$ cat config.mk
export PLATFORM = sky130hd
export DESIGN_NAME = bv4_inv_pipe
export DESIGN_NICKNAME = d
export VERILOG_FILES = /design/src/rtl/bv4_inv_pipe.sv
export SDC_FILE = /design/constraint.sdc
export NUM_CORES = 1
export LEC_CHECK = 0
export ABC_AREA = 1
export CAP_MARGIN = 10
export CORE_MARGIN = 8
export CORE_UTILIZATION = 40
export CTS_CLUSTER_SIZE = 8
export DETAILED_ROUTE_END_ITERATION = 6
export PLACE_DENSITY = 0.65
export SKIP_LAST_GASP = 1
export SLEW_MARGIN = 20
export SYNTH_ARGS = -nofsm -noshare
export SYNTH_HDL_FRONTEND = slang
export SYNTH_HIERARCHICAL = 1
export SYNTH_SLANG_ARGS = --single-unit
$ cat constraint.sdc
create_clock -name in_clock -period 1.2 [get_ports in_clock]
set_clock_uncertainty 0.05 [all_clocks]
set_input_delay 0.24 -clock in_clock [delete_from_list [all_inputs] [get_ports in_clock]]
set_output_delay 0.24 -clock in_clock [all_outputs]
set_load 0.02 [all_outputs]
$ cat src/rtl/bv4_inv_pipe.sv
// Two-stage pipelined GF(2^4) inverter in normal basis {Gamma_1, Gamma_0}.
// Zero maps to zero. A ready/valid handshake and a result counter wrap the datapath.

package bv4_pkg;
    typedef logic [3:0] bv4_t;
    typedef logic [1:0] bv2_t;
endpackage

// GF(2^2) multiplier in normal basis (W^2, W).
module bv2_mul (
    input  logic [1:0] in_x,
    input  logic [1:0] in_y,
    output logic [1:0] out_z
);
    logic shared;

    always_comb begin
        shared = (in_x[1] ^ in_x[0]) & (in_y[1] ^ in_y[0]);
        out_z  = {(in_x[1] & in_y[1]) ^ shared, (in_x[0] & in_y[0]) ^ shared};
    end
endmodule

// Theta = (G1*G0 + (G1+G0)^2 * N)^-1 over GF(2^2), with N = W^2.
module bv4_comp_theta (
    input  logic [1:0] in_g1,
    input  logic [1:0] in_g0,
    output logic [1:0] out_theta
);
    logic [1:0] sum_sq;
    logic [1:0] scaled;
    logic [1:0] prod;
    logic [1:0] denom;

    bv2_mul u_mul (
        .in_x  (in_g1),
        .in_y  (in_g0),
        .out_z (prod)
    );

    // Squaring is a bit swap in normal basis; inversion in GF(4) is squaring.
    always_comb begin
        sum_sq    = {in_g1[0] ^ in_g0[0], in_g1[1] ^ in_g0[1]};
        scaled    = {sum_sq[0], sum_sq[1] ^ sum_sq[0]};
        denom     = prod ^ scaled;
        out_theta = {denom[0], denom[1]};
    end
endmodule

module bv4_inv_pipe #(
    parameter int COUNT_WIDTH = 8
) (
    input  logic                    in_clock,
    input  logic                    in_reset,
    input  logic                    in_valid,
    output logic                    out_ready,
    input  bv4_pkg::bv4_t           in_a,
    output logic                    out_valid,
    input  logic                    in_ready,
    output bv4_pkg::bv4_t           out_b,
    output logic [COUNT_WIDTH-1:0]  out_count
);
    import bv4_pkg::*;

    logic                   s1_valid_q, s1_valid_d;
    bv2_t                   g1_q, g1_d;
    bv2_t                   g0_q, g0_d;
    bv2_t                   theta_q, theta_d;
    logic                   s2_valid_q, s2_valid_d;
    bv4_t                   b_q, b_d;
    logic [COUNT_WIDTH-1:0] count_q, count_d;

    bv2_t theta_in;
    bv2_t prod_hi;
    bv2_t prod_lo;
    logic s2_en;
    logic s1_en;
    logic in_fire;
    logic out_fire;

    bv4_comp_theta u_theta (
        .in_g1     (in_a[3:2]),
        .in_g0     (in_a[1:0]),
        .out_theta (theta_in)
    );

    bv2_mul u_mul_hi (
        .in_x  (theta_q),
        .in_y  (g0_q),
        .out_z (prod_hi)
    );

    bv2_mul u_mul_lo (
        .in_x  (theta_q),
        .in_y  (g1_q),
        .out_z (prod_lo)
    );

    always_comb begin
        s2_en    = !s2_valid_q || in_ready;
        s1_en    = s2_en || !s1_valid_q;
        in_fire  = in_valid && s1_en;
        out_fire = s2_valid_q && in_ready;

        s1_valid_d = s1_valid_q;
        g1_d       = g1_q;
        g0_d       = g0_q;
        theta_d    = theta_q;
        s2_valid_d = s2_valid_q;
        b_d        = b_q;
        count_d    = count_q;

        if (s1_en) begin
            s1_valid_d = in_fire;
        end
        if (in_fire) begin
            g1_d    = in_a[3:2];
            g0_d    = in_a[1:0];
            theta_d = theta_in;
        end
        if (s2_en) begin
            s2_valid_d = s1_valid_q;
            if (s1_valid_q) begin
                b_d = {prod_hi, prod_lo};
            end
        end
        if (out_fire) begin
            count_d = count_q + COUNT_WIDTH'(1);
        end
    end

    always_ff @(posedge in_clock or posedge in_reset) begin
        if (in_reset) begin
            s1_valid_q <= 1'b0;
            g1_q       <= '0;
            g0_q       <= '0;
            theta_q    <= '0;
            s2_valid_q <= 1'b0;
            b_q        <= '0;
            count_q    <= '0;
        end else begin
            s1_valid_q <= s1_valid_d;
            g1_q       <= g1_d;
            g0_q       <= g0_d;
            theta_q    <= theta_d;
            s2_valid_q <= s2_valid_d;
            b_q        <= b_d;
            count_q    <= count_d;
        end
    end

    assign out_ready = s1_en;
    assign out_valid = s2_valid_q;
    assign out_b     = b_q;
    assign out_count = count_q;
endmodule
==> metrics <==
status complete, but fails checks; failing checks negative setup slack; leak pwr 0.969 nW; # DRC 0; final max-slew violation count 0; P per Cell Area 1920 nW/um^2; r2r setup slk 20 ps; critical path's largest stage delay 460 ps; CP Launch Type flip-flop; I/O pin cnt 22; ant diodes 0; Final WS setup -66.2 ps; gr usage total 0.112; syn_nets 176; Crit path arrival time 980 ps; Die X 70.5 um; Least-Margin Pin Slew 293 ps; Area contributors post-synth dfrtp_1, nand2_1, nand3_1; IO buf count 21; TNS Setup -66.2 ps; critical path's slowest cell dfrtp_2; Period minus WS final 1270 ps; final setup fails 1; Via Count 1153; Hold Buf Count CTS 0; final count of hold timing violations 0; Die Area 4970 um^2; maxcap violations 0; CP Class reg2out; synthesized cell area 1190 um^2; DRT Pass-1 Iters 4; Crit Reg-Reg Startpoint out_count[0]; drt initial violations 52; largest net degree at the start of global routing 21; Max IR drop VDD 1240 uV; vias in the first global route 1172; P&R area growth vs syn 44.3%; insertion delay to the later sink of the worst-skew pair 300 ps; gr busiest metal met2; cts bufs inserted 3; top-area cell type share of the netlist area 0.421; Initial Utilization 0.427; Worst R2R End out_count[1]; Max H-tree Level 1; DR WL/cell 10.5 um; unrepaired setup endpoints after global routing true; Slew headroom 0.804; CTS Buffer Depth 2; FP Rows 19; reg2reg path depth 3; first-pass GRT wire length 4780 um; Final Instance Count excl. Fillers 250; Worst Hold Class in2async; Routability Congestion 0.763; grt ovf 0; final hold slack 191 ps; worst setup path start out_valid; fin crit share 1.06; Reg clk slew, reported paths 120 ps; CP required 910 ps; CTS tree yes; Final Routed Wirelength 2640 um; Die Y 70.5 um; # clock sinks 20; post-synth top area cell dfrtp_1; Syn Inst Count 167; Synth Register Bits 20; met3 Usage GRT 0.0127; critical-path cell list nand3_4 -> buf_6; antenna-violating nets left 0; fmax 790 MHz; Worst setup endpoint out_ready; core area 2780 um^2; register area share after synthesis 0.421; fraction of layout cells with a size suffix above 1 0.292; Max Fanout on Critical Path 3; CTS root buf clkbuf_4; Nets 229; grt met2 use 0.204; vias per cell 4.61; synth warn 6; initial antenna violation count 0; Unique masters post-synth 16; CP Capture Type output pin; GR Util met1 0.126; DP Wirelength 2100 um; dpl cells 242; Syn Area/Cell 7.12 um^2
-- report_power, final --
part,leakage [nW],switching (mW),internal (mW)
logic,0.709,0.858,0.819
registers,0.232,0.179,0.888
clock network,0.0279,0.217,0.337
-- registers in the layout, summed over array words and instances, names as in the netlist --
signal	count
out_count	8
out_b	4
g0_q	2
g1_q	2
theta_q	2
out_valid	1
s1_valid_q	1
-- Yosys cell counts (all sizes together) --
library cell and instances:
nand4 1, ha 1, inv 27, o211ai 6, dfrtp 20, nand2 77, xnor2 4, nand3 24
nor2 3, xor2 3, mux2 1
-- layout make-up --
class | count | area [um^2]
inverters | 27 | 101
well taps | 31 | 38.8
fillers | 262 | 1070
flip-flops and latches | 20 | 505
clock inverters | 1 | 30.0
clock buffers | 3 | 22.5
repair buffers | 48 | 387
multi-input cells | 120 | 631
-- placed cells by master (no fill, tap or decap), drive strengths merged --
master,Yosys,routed
inv,27,27
nand3,24,24
bufinv,0,1
nand2,77,77
dfrtp,20,20
dlymetal6s2s,0,1
clkdlybuf4s50,0,2
xor2,3,3
ha,1,1
clkbuf,0,8
mux2,1,1
nor2,3,3
o211ai,6,6
buf,0,40
xnor2,4,4
nand4,1,1
-- what timing repair did --
item / CTS / global route
endpoints found under the setup margin: 21 / 18
setup buffers: 0 / 4
gates resized for setup: 69 / 27
pin swaps: 1 / 3
-- through the flow --
stage                util  instance area, um^2  worst slack (ps)  total power [mW]
floorplan               -                 1200              18.5              1.83
global placement    0.587                 1630              -581              2.63
detailed placement  0.587                 1630              -586              2.68
CTS                 0.593                 1650              -153              3.17
global route        0.617                 1720              -129              3.54
finish              0.617                 1720             -66.2              3.30
-- worst max-delay path: cells and delay by family (launching register included) --
kind,cells,cell delay (ps)
flip-flops,1,460
AND/OR/NAND/NOR,1,90
buffers and inverters,1,120
-- kinds of logic (layout without fill, tap and decap cells) --
logic type	count (synthesis)	after routing	synth area share
XOR/XNOR	7	7	0.0516
AO/OA/AOI/OAI	6	6	0.0379
adder cells (fa/ha/maj)	1	1	0.0105
multiplexers	1	1	0.00947
flip-flops	20	20	0.421
AND/OR/NAND/NOR	105	105	0.384
buffers and inverters	27	79	0.0853
-- routing by layer --
metal,share of wire,vias up
li1,-,618
met1,0.46,516
met2,0.49,17
met3,0.033,2
met4,0.012,0
met5,0,-
-- worst min-delay path by stage --
stage	startpoint	slack [ps]	endpoint
2_1_floorplan	in_reset	150	g0_q[0]
3_3_place_gp	out_b[1]	410	out_b[1]
3_5_place_dp	out_b[1]	430	out_b[1]
4_1_cts	in_reset	180	out_valid
5_1_grt	in_reset	200	out_b[1]
6_report	in_reset	190	s1_valid_q
(Power assumes the default switching activity.)
